[src/rtl/fifo_uart_tx.sv]
`timescale 1ns/1ps
`default_nettype none
// ============================================================================
//  Module   : fifo_uart_tx
//  Purpose  : UART transmitter fed directly from the read side of a FIFO.
//             Pops one word per frame and serialises it as start bit, data
//             bits (LSB first), optional parity bit and stop bit. Each bit
//             lasts a latched number of clock cycles. Back-to-back frames
//             are sent with no idle gap while the FIFO has data.
//  Revision : 1.0 - initial release
// ============================================================================
module fifo_uart_tx #(
   parameter int DATA_WIDTH = 8,
   parameter int PRESCALE_W = 6
) (
   input  logic                  rclk,
   input  logic                  rrst_n,
   input  logic                  rempty,
   input  logic [DATA_WIDTH-1:0] rdata,
   output logic                  rinc,
   input  logic                  par_en,
   input  logic                  par_typ,
   input  logic [PRESCALE_W-1:0] prescale,
   output logic                  tx_out,
   output logic                  busy
);

   localparam int IDX_W = (DATA_WIDTH > 1) ? $clog2(DATA_WIDTH) : 1;
   localparam logic [IDX_W-1:0] C_LAST_IDX = IDX_W'(DATA_WIDTH - 1);

   typedef enum logic [2:0] {
      IDLE   = 3'd0,
      START  = 3'd1,
      DATA   = 3'd2,
      PARITY = 3'd3,
      STOP   = 3'd4
   } state_t;

   state_t                state_q;
   logic [DATA_WIDTH-1:0] data_q;
   logic                  par_bit_q;
   logic                  par_en_q;
   logic [PRESCALE_W-1:0] period_q;
   logic [PRESCALE_W-1:0] cnt_q;
   logic [IDX_W-1:0]      idx_q;
   logic                  tx_q;
   logic                  busy_q;

   logic [PRESCALE_W-1:0] period_d;
   logic                  bit_last;
   logic                  pop;

   // A prescale of zero would make the bit counter meaningless, so it is
   // promoted to a one-cycle bit when latched.
   assign period_d = (prescale == '0) ? PRESCALE_W'(1) : prescale;

   // Current cycle is the final cycle of the bit being sent.
   assign bit_last = (cnt_q == (period_q - PRESCALE_W'(1)));

   // A word is taken either from idle or on the final stop cycle so that
   // consecutive frames abut. Gated by reset so no pop leaks out while the
   // block is held in reset.
   assign pop = rrst_n & ~rempty &
                ((state_q == IDLE) | ((state_q == STOP) & bit_last));

   assign rinc   = pop;
   assign tx_out = tx_q;
   assign busy   = busy_q;

   // Frame sequencer: captures a word on pop and steps through the bits,
   // driving the serial line from a register.
   always_ff @(posedge rclk or negedge rrst_n) begin
      if (!rrst_n) begin
         state_q   <= IDLE;
         data_q    <= '0;
         par_bit_q <= 1'b0;
         par_en_q  <= 1'b0;
         period_q  <= '0;
         cnt_q     <= '0;
         idx_q     <= '0;
         tx_q      <= 1'b1;
         busy_q    <= 1'b0;
      end else if (pop) begin
         // Parity is resolved at capture time so later changes of par_typ
         // cannot affect the frame in flight.
         state_q   <= START;
         data_q    <= rdata;
         par_bit_q <= (^rdata) ^ par_typ;
         par_en_q  <= par_en;
         period_q  <= period_d;
         cnt_q     <= '0;
         idx_q     <= '0;
         tx_q      <= 1'b0;
         busy_q    <= 1'b1;
      end else begin
         case (state_q)
            IDLE: begin
               tx_q   <= 1'b1;
               busy_q <= 1'b0;
            end
            START: begin
               if (bit_last) begin
                  cnt_q   <= '0;
                  idx_q   <= '0;
                  tx_q    <= data_q[0];
                  state_q <= DATA;
               end else begin
                  cnt_q <= cnt_q + PRESCALE_W'(1);
               end
            end
            DATA: begin
               if (bit_last) begin
                  cnt_q <= '0;
                  if (idx_q == C_LAST_IDX) begin
                     if (par_en_q) begin
                        tx_q    <= par_bit_q;
                        state_q <= PARITY;
                     end else begin
                        tx_q    <= 1'b1;
                        state_q <= STOP;
                     end
                  end else begin
                     idx_q <= idx_q + IDX_W'(1);
                     tx_q  <= data_q[idx_q + IDX_W'(1)];
                  end
               end else begin
                  cnt_q <= cnt_q + PRESCALE_W'(1);
               end
            end
            PARITY: begin
               if (bit_last) begin
                  cnt_q   <= '0;
                  tx_q    <= 1'b1;
                  state_q <= STOP;
               end else begin
                  cnt_q <= cnt_q + PRESCALE_W'(1);
               end
            end
            STOP: begin
               // The pop branch above covers a non-empty FIFO here.
               if (bit_last) begin
                  cnt_q   <= '0;
                  tx_q    <= 1'b1;
                  busy_q  <= 1'b0;
                  state_q <= IDLE;
               end else begin
                  cnt_q <= cnt_q + PRESCALE_W'(1);
               end
            end
            default: begin
               tx_q    <= 1'b1;
               busy_q  <= 1'b0;
               cnt_q   <= '0;
               state_q <= IDLE;
            end
         endcase
      end
   end

endmodule
`default_nettype wire

[config.mk]
export PLATFORM = sky130hd
export DESIGN_NAME = fifo_uart_tx
export DESIGN_NICKNAME = d
export VERILOG_FILES = /design/src/rtl/fifo_uart_tx.sv
export SDC_FILE = /design/constraint.sdc
export NUM_CORES = 1
export LEC_CHECK = 0
export ABC_CLOCK_PERIOD_IN_PS = 3100
export BUFFER_PORTS_ARGS = -buffer_cell sky130_fd_sc_hd__buf_2
export CORE_MARGIN = 10
export CORE_UTILIZATION = 45
export DETAILED_ROUTE_END_ITERATION = 8
export PLACE_DENSITY = 0.67
export SYNTH_ARGS = -nofsm -noshare
export SYNTH_HDL_FRONTEND = slang
export SYNTH_SLANG_ARGS = --single-unit
[constraint.sdc]
create_clock -name rclk -period 3.1 [get_ports rclk]
set_input_delay 0.31 -clock rclk [delete_from_list [all_inputs] [get_ports rclk]]
set_output_delay 0.31 -clock rclk [all_outputs]
set_load 0.1 [all_outputs]
==> impl_metrics.env, run 1 <==
export IMPL_synth_top_family_by_area="multiplexers"
export IMPL_routed_wl_mm=3.69
export IMPL_synth_area_leaders="dfrtp_1, mux2_4, xnor2_1, ha_1, mux2i_1"
export IMPL_crit_family="simple AND/OR/NAND/NOR gates"
export IMPL_dp_slack_ns=0.391
export IMPL_start_kind="register"
export IMPL_drive_gt1_share_pct=24.0
export IMPL_hold_violations=0
export IMPL_path_cells="or3_1 -> xnor2_1 -> or4_1 -> or2_1 -> a21o_1 -> inv_2 -> buf_12"
export IMPL_synth_compound_area_share_pct=13.2
export IMPL_grt_pass1_wl_mm=6.29
export IMPL_dp_hpwl_mm=2.87
export IMPL_cts_tree="done"
export IMPL_cts_root_buf="clkbuf_8"
export IMPL_synth_edf_count=0
export IMPL_drtIter0Drc=76
export IMPL_wire_per_inst_um=15.1
export IMPL_final_common_cell="dfrtp_1"
export IMPL_fmax_ghz=0.339
export IMPL_critPathMaxFanout=8
export IMPL_synth_cells=171
export IMPL_synth_adder_area_share_pct=2.78
export IMPL_critical_path_class="register to primary output"
export IMPL_leakagePower_uw=0.000965
export IMPL_holdBufCountCts=0
export IMPL_startpoint="period_q[2]"
export IMPL_nNetsFinal=219
export IMPL_ant_nets=0
export IMPL_crit_path_end_kind="primary output"
export IMPL_rows=22
export IMPL_path_buf_inv=2
export IMPL_max_cap_viol_count=0
export IMPL_dieArea_sq_um=6930
export IMPL_ir_drop_v=0.000518
export IMPL_synth_xor_area_share_pct=7.78
export IMPL_postSynth_asyncResetShare_pct=100
export IMPL_place_congestion=0.760
export IMPL_crit_arrival_ns=2.64
export IMPL_rsz0062_at_grt="false"
export IMPL_synth_cell_type_count=44
export IMPL_track_usage_pct=10.5
export IMPL_first_pass_iters=4
export IMPL_avgSynthCellArea_sq_um=10.5
export IMPL_period_minus_slack_ns=2.95
export IMPL_yosysWarnings=0
export IMPL_r2r_start="period_q[2]"
export IMPL_fin_crit_sh_pct=95.1
export IMPL_synth_flop_cell="dfrtp_1"
export IMPL_muxShareOfSynthArea_pct=15.1
export IMPL_final_cell_mix="dfrtp_1, buf_2, mux2_4, xnor2_1, nor2_1"
export IMPL_worst_clock_skew_ns=0.00430
export IMPL_grt_max_degree=31
export IMPL_maxSlewViolCount=0
export IMPL_outcome="complete, no violations"
export IMPL_clkSinkCount=30
export IMPL_synth_seq_area_share_pct=41.7
export IMPL_grt_pass1_vias=1379
export IMPL_n_antenna_cell=0
export IMPL_cts_buffers=5
export IMPL_hp_class="primary input to asynchronous set/reset pin"
export IMPL_portBuffers=21
export IMPL_synth_top_area_share_pct=40.3
export IMPL_antenna_found_initial=0
export IMPL_num_vias=1384
export IMPL_die_h_um=83.3
export IMPL_slowest_delay_ns=0.49
export IMPL_grt_overflow=0
export IMPL_required_ns=2.79
export IMPL_setup_ws_ns=0.151
export IMPL_clk_pin_slew_worst_paths_ns=0.06
export IMPL_viasPerCell=5.67
export IMPL_whs_ns=0.0500
export IMPL_post_cts_buffers=0
export IMPL_clock_latency_ns=0.27
export IMPL_drc=0
export IMPL_relSlewSlack_pct=55.7
export IMPL_powerDensity_nw_per_um2=946
export IMPL_start_util_pct=47.8
export IMPL_final_setup_tns_ns=0
export IMPL_core_area_sq_um=3770
export IMPL_crit_slowest_cell="or4_1"
export IMPL_synth_simple_area_share_pct=15.0
export IMPL_ys_ff_latch=30
export IMPL_postCtsResizedCells=0
export IMPL_syn_to_final_growth_pct=13.3
export IMPL_die_w_um=83.3
export IMPL_tightest_slew_ns=0.660
export IMPL_finalSetupViolations=0
export IMPL_pin_count=22
export IMPL_cts_buffer_depth=2
export IMPL_regToRegSetupSlack_ns=0.38
export IMPL_syn_area_sq_um=1800
export IMPL_cts_htree_levels=2
export IMPL_synth_net_count=194
export IMPL_yosys_area_top_type="dfrtp_1"
==> flip-flops by register name (all words and copies together), names as in the netlist <==
signal and flops:
busy 1, tx_out 1, data_q 8, par_bit_q 1, state_q 3, idx_q 3
period_q 6, par_en_q 1, cnt_q 6
==> area by class of cell <==
type | instances | area, sq um
fillers | 332 | 1730
repair buffers | 26 | 158
multi-input cells | 126 | 970
clock buffers | 7 | 76.3
well taps | 48 | 60.1
flip-flops and latches | 30 | 752
inverters | 7 | 26.3
==> report_power, final <==
part           internal (uW)  leakage, uW  switching [uW]
Combinational            437     0.000554             474
Sequential               559     0.000373             177
Clock                    154    0.0000383             132
==> worst paths after layout <==
path,endpoint,depth (start not counted)
min in group rclk,period_q[1],2
worst max-delay path,rinc,7
worst min-delay path,cnt_q[0],2
worst max register to register,data_q[1],7
worst min register to register,data_q[4],1
max in group asynchronous,tx_out,2
==> through the flow <==
| step | power (uW) | cells | area, sq um | util (%) |
|---|---|---|---|---|
| after global placement | 1610 | 237 | 1970 | 52.1 |
| after global routing | 2070 | 244 | 2040 | 54.1 |
| after CTS | 1940 | 244 | 2040 | 54.1 |
| after detailed placement | 1650 | 237 | 1970 | 52.1 |
| final | 1930 | 244 | 2040 | 54.1 |
| after floorplan | 1450 | 171 | 1800 | - |
==> cell usage after synthesis, drive strengths merged (2+ instances only) <==
cell,n
mux2i,5
ha,4
nor4,2
mux2,15
nand2b,2
inv,7
dfrtp,29
clkbuf,4
o21bai,2
a2111oi,2
a21o,3
buf,4
a31o,3
nor3,5
nor3b,2
xor2,4
xnor2,12
nor2b,3
nor2,11
and3,3
nand3b,4
o22ai,2
a21oi,7
or3,3
nand2,9
nand3,3
a31oi,3
o21ai,6
==> per-layer routing <==
metal	vias to the layer above	GRT usage (%)	wire length, um	share of wire (%)
li1	666	-	-	-
met2	41	16.1	1710	46
met1	670	13.3	1720	47
met4	0	4.62	60	1.6
met5	-	0	0	0
met3	7	2.83	201	5.4
==> cell families (layout without fill, tap and decap cells) <==
kind of cell    Yosys count  count (layout)
fa+ha+maj                 4               4
simple gates             51              51
mux                      20              20
compound gates           35              35
xor+xnor                 16              16
flops                    30              30
buf+inv                  15              40
Note: power is estimated with default switching activity, not from simulation.
==> inputs of run 2 (changes only) <==
- CTS_BUF_LIST: default -> sky130_fd_sc_hd__clkbuf_4 sky130_fd_sc_hd__clkbuf_8 sky130_fd_sc_hd__clkbuf_16
==> impl_metrics.env, run 2 (synthesis results as in run 1) <==
export IMPL_outcome="complete, no violations"
export IMPL_critical_path_class="register to primary output"
export IMPL_fmax_ghz=0.339
export IMPL_die_h_um=83.3
export IMPL_holdBufCountCts=0
export IMPL_final_setup_tns_ns=0
export IMPL_postCtsResizedCells=0
export IMPL_crit_path_end_kind="primary output"
export IMPL_dp_hpwl_mm=2.87
export IMPL_start_kind="register"
export IMPL_nNetsFinal=219
export IMPL_n_antenna_cell=0
export IMPL_routed_wl_mm=3.73
export IMPL_cts_buffers=5
export IMPL_drc=0
export IMPL_core_area_sq_um=3770
export IMPL_pin_count=22
export IMPL_antenna_found_initial=0
export IMPL_grt_pass1_vias=1384
export IMPL_whs_ns=0.0586
export IMPL_setup_ws_ns=0.150
export IMPL_final_cell_mix="dfrtp_1, buf_2, mux2_4, xnor2_1, nor2_1"
export IMPL_num_fill_cells=329
export IMPL_tightest_slew_ns=0.656
export IMPL_regMostFlops="data_q"
export IMPL_dp_slack_ns=0.391
export IMPL_grt_pass1_wl_mm=6.30
export IMPL_cts_tree="done"
export IMPL_maxSlewViolCount=0
export IMPL_start_util_pct=47.8
export IMPL_rsz0062_at_grt="false"
export IMPL_largest_registers="data_q (8), cnt_q (6), period_q (6)"
export IMPL_top_layer_used="met4"
export IMPL_clkSinkCount=30
export IMPL_post_cts_buffers=0
export IMPL_powerDensity_nw_per_um2=953
export IMPL_portBuffers=21
export IMPL_track_usage_pct=10.5
export IMPL_hp_class="primary input to asynchronous set/reset pin"
export IMPL_path_cells="or3_1 -> xnor2_1 -> or4_1 -> or2_1 -> a21o_1 -> inv_2 -> buf_12"
export IMPL_finalSetupViolations=0
export IMPL_cts_htree_levels=2
export IMPL_crit_slowest_cell="or4_1"
export IMPL_period_minus_slack_ns=2.95
export IMPL_fin_total_pwr_uw=1950
export IMPL_drive_gt1_share_pct=25.0
export IMPL_crit_arrival_ns=2.64
export IMPL_hold_violations=0
export IMPL_viasPerCell=5.59
export IMPL_cts_buffer_depth=2
export IMPL_dieArea_sq_um=6930
export IMPL_grt_max_degree=31
export IMPL_syn_to_final_growth_pct=13.8
export IMPL_place_congestion=0.760
export IMPL_slowest_delay_ns=0.49
export IMPL_ir_drop_v=0.000519
export IMPL_final_cells=244
export IMPL_rows=22
export IMPL_clock_latency_ns=0.27
export IMPL_final_common_cell="dfrtp_1"
export IMPL_relSlewSlack_pct=56.0
export IMPL_ant_nets=0
export IMPL_required_ns=2.79
export IMPL_seq_area_sq_um=752
export IMPL_num_vias=1364
export IMPL_leakagePower_uw=0.000972
export IMPL_dp_cells=237
export IMPL_wl_met1_mm=1.83
export IMPL_wire_per_inst_um=15.3
export IMPL_worst_clock_skew_ns=0.00390
export IMPL_multi_input_area_sq_um=970
export IMPL_largest_reg_flops=8
export IMPL_clk_pin_slew_worst_paths_ns=0.06
export IMPL_dr_wl_met3_um=158
export IMPL_die_w_um=83.3
export IMPL_grt_overflow=0
export IMPL_critPathMaxFanout=8
export IMPL_first_pass_iters=4
export IMPL_cts_root_buf="clkbuf_8"
export IMPL_fin_crit_sh_pct=95.2
export IMPL_drtIter0Drc=99
export IMPL_route_met2_wl_mm=1.69
export IMPL_max_cap_viol_count=0
-- run 2: changes by cell type in the layout (fill, tap and decap cells not counted) --
cell / change
clkbuf_4: +2
clkbuf_1: -2
-- run 2: cell type report --
cell class | instances | area share [%]
inverter | 7 | 1.28
timing repair buffer | 26 | 7.69
multi-input combinational | 126 | 47.3
tap | 48 | 2.93
clock buffer | 7 | 4.09
sequential | 30 | 36.7
-- run 2: worst max-delay path: cells and delay by family, from the launching register on --
kind / cells / cell delay, ns
and+or+nand+nor: 3 / 1.24
buffers and inverters: 2 / 0.25
xor gates and xnor gates: 1 / 0.15
DFF: 1 / 0.45
AOI/OAI and AO/OA: 1 / 0.26
-- run 2: final timing paths --
| path | from | endpoint | slack (ns) | cells after the start |
|---|---|---|---|---|
| hold reg to reg | data_q[4] | data_q[4] | 0.51 | 1 |
| setup reg to reg | period_q[2] | data_q[5] | 0.37 | 7 |
| max in group asynchronous | rrst_n | tx_out | 2.73 | 2 |
| hold / removal | rrst_n | cnt_q[0] | 0.06 | 2 |
| min in group rclk | prescale[1] | period_q[1] | 0.26 | 2 |
| setup / recovery | period_q[2] | rinc | 0.15 | 7 |
-- run 2: metrics by stage --
| stage | utilization (%) | area [sq um] |
|---|---|---|
| floorplan | - | 1800 |
| global placement | 52.1 | 1970 |
| detailed placement | 52.1 | 1970 |
| CTS | 54.3 | 2050 |
| global route | 54.3 | 2050 |
| finish | 54.3 | 2050 |
-- run 2: report_power, final --
part	internal (uW)	switching [uW]	total, uW
registers	559	178	737
clock network	172	133	305
logic	437	475	911
-- run 2: routing by layer --
layer  up-vias  track usage, %
li1        666               -
met3         7            2.83
met1       655            13.3
met5         -               0
met4         0            4.62
met2        36            16.2
==> inputs of run 3 (changes only) <==
--- a/config.mk
+++ b/config.mk
@@ -9,2 +9,3 @@
 export BUFFER_PORTS_ARGS = -buffer_cell sky130_fd_sc_hd__buf_2
+export CAP_MARGIN = 20
 export CORE_MARGIN = 10
==> constraint.sdc (replaced) <==
create_clock -name rclk -period 3.1 [get_ports rclk]
set_input_delay 0.155 -clock rclk [delete_from_list [all_inputs] [get_ports rclk]]
set_output_delay 0.155 -clock rclk [all_outputs]
set_load 0.1 [all_outputs]
==> impl_metrics.env, run 3 (synthesis results as in run 1) <==
export IMPL_cts_htree_levels=2
export IMPL_grt_busiest_layer="met2"
export IMPL_largest_registers="data_q (8), cnt_q (6), period_q (6)"
export IMPL_regMostFlops="data_q"
export IMPL_rsz0062_at_grt="false"
export IMPL_clock_latency_ns=0.28
export IMPL_syn_to_final_growth_pct=15.0
export IMPL_critPathMaxFanout=18
export IMPL_hold_violations=0
export IMPL_crit_family="simple AND/OR/NAND/NOR gates"
export IMPL_post_cts_buffers=0
export IMPL_max_cap_viol_count=0
export IMPL_required_ns=2.94
export IMPL_crit_arrival_ns=2.82
export IMPL_r2r_cells=8
export IMPL_grt_pass1_wl_mm=6.61
export IMPL_rows=22
export IMPL_finalSetupViolations=0
export IMPL_die_w_um=83.3
export IMPL_ant_nets=0
export IMPL_hp_class="primary input to register"
export IMPL_ir_drop_v=0.000463
export IMPL_pin_count=22
export IMPL_tightest_slew_ns=0.661
export IMPL_start_kind="register"
export IMPL_nNetsFinal=220
export IMPL_dieArea_sq_um=6930
export IMPL_met1_usage_pct=13.3
export IMPL_leakagePower_uw=0.000983
export IMPL_path_cells="inv_1 -> ha_1 -> xnor2_1 -> or4_1 -> or2_1 -> a21o_2 -> inv_2 -> buf_12"
export IMPL_crit_path_end_kind="primary output"
export IMPL_clkSinkCount=30
export IMPL_cp_depth=8
export IMPL_wire_per_inst_um=15.6
export IMPL_drtIter0Drc=183
export IMPL_viasPerCell=5.52
export IMPL_maxSlewViolCount=0
export IMPL_track_usage_pct=11.3
export IMPL_drive_gt1_share_pct=25.8
export IMPL_path_buf_inv=3
export IMPL_outcome="complete, no violations"
export IMPL_slowest_delay_ns=0.62
export IMPL_grtUsageMet2_pct=17.9
export IMPL_cts_buffers=5
export IMPL_grt_overflow=0
export IMPL_num_fill_cells=336
export IMPL_min_path_cells=2
export IMPL_num_vias=1357
export IMPL_fin_total_pwr_uw=1990
export IMPL_routed_wl_mm=3.85
export IMPL_worst_clock_skew_ns=0.00234
export IMPL_fin_crit_sh_pct=96.0
export IMPL_portBuffers=21
export IMPL_n_antenna_cell=0
export IMPL_final_common_cell="dfrtp_1"
export IMPL_cts_buffer_depth=2
export IMPL_dp_hpwl_mm=2.93
export IMPL_final_setup_tns_ns=0
export IMPL_final_cell_mix="dfrtp_1, buf_2, mux2_4, xnor2_1, nor2_1"
export IMPL_critical_path_class="register to primary output"
export IMPL_fmax_ghz=0.336
export IMPL_largest_reg_flops=8
export IMPL_antenna_found_initial=0
export IMPL_core_area_sq_um=3770
export IMPL_grt_max_degree=31
export IMPL_drc=0
export IMPL_met3_usage_pct=4.39
export IMPL_cts_root_buf="clkbuf_8"
export IMPL_period_minus_slack_ns=2.97
export IMPL_cts_tree="done"
export IMPL_start_util_pct=47.8
export IMPL_relSlewSlack_pct=55.7
export IMPL_grt_pass1_vias=1431
export IMPL_place_congestion=0.775
export IMPL_die_h_um=83.3
export IMPL_crit_slowest_cell="or4_1"
export IMPL_powerDensity_nw_per_um2=958
export IMPL_first_pass_iters=4
export IMPL_clk_pin_slew_worst_paths_ns=0.06
-- run 3: changes by cell type in the layout (fill, tap and decap cells not counted) --
| cell | previous run | this run |
|---|---|---|
| a21o_2 | 0 | 1 |
| clkinv_2 | 0 | 1 |
| a21o_1 | 3 | 2 |
| dlygate4sd3_1 | 0 | 1 |
| clkbuf_4 | 2 | 1 |
| clkbuf_8 | 5 | 6 |
-- run 3: report_power, final --
part	switching, uW	internal (uW)	total [uW]	leakage, uW
Clock	144	187	331	0.0000517
Combinational	474	439	914	0.000558
Sequential	182	558	740	0.000373
-- run 3: routing by layer --
metal | routed length (um) | vias to the layer above
met5 | 0 | -
met3 | 180 | 7
met1 | 1870 | 657
li1 | - | 665
met2 | 1740 | 28
met4 | 52 | 0
-- run 3: repair_timing --
item                                    in CTS  in global routing
gates resized for setup                      1                  0
hold endpoints to repair                    29                  0
endpoints found under the setup margin       1                  0
hold buffers                                 1                  0
-- run 3: worst reg2reg max path: stages (launching register included) --
cell	delay, ns
dfrtp_1	0.38
inv_1	0.07
ha_1	0.31
xnor2_1	0.12
or4_1	0.62
or2_1	0.29
a21o_2	0.42
buf_4	0.24
a31o_1	0.20
-- run 3: stage by stage --
| step | cells | utilization, % | cell area [sq um] | setup WS (ns) | hold slack [ns] |
|---|---|---|---|---|---|
| floorplan | 171 | - | 1800 | 0.433 | -0.141 |
| global placement | 237 | 52.1 | 1970 | 0.281 | 0.209 |
| detailed placement | 237 | 52.1 | 1970 | 0.162 | 0.204 |
| CTS | 246 | 54.9 | 2070 | 0.115 | 0.0926 |
| global route | 246 | 54.9 | 2070 | 0.00759 | 0.0984 |
| finish | 246 | 54.9 | 2070 | 0.125 | 0.102 |
-- run 3: worst paths after layout --
kind / slack [ns] / endpoint / start
max: 0.13 / rinc / period_q[0]
min: 0.10 / par_en_q / par_en
max reg2reg: 0.34 / idx_q[1] / period_q[0]
min reg2reg: 0.51 / data_q[3] / data_q[3]
max in group asynchronous: 2.36 / tx_out / rrst_n
min in group asynchronous: 0.43 / cnt_q[4] / rrst_n
-- run 3: final cells by class --
class                      instances  area, sq um  area share, %
clock inverter                     1         5.00          0.242
clock buffer                       7         90.1           4.35
timing repair buffer              27          168           8.09
inverter                           7         26.3           1.27
tap                               48         60.1           2.90
sequential                        30          752           36.3
multi-input combinational        126          971           46.9
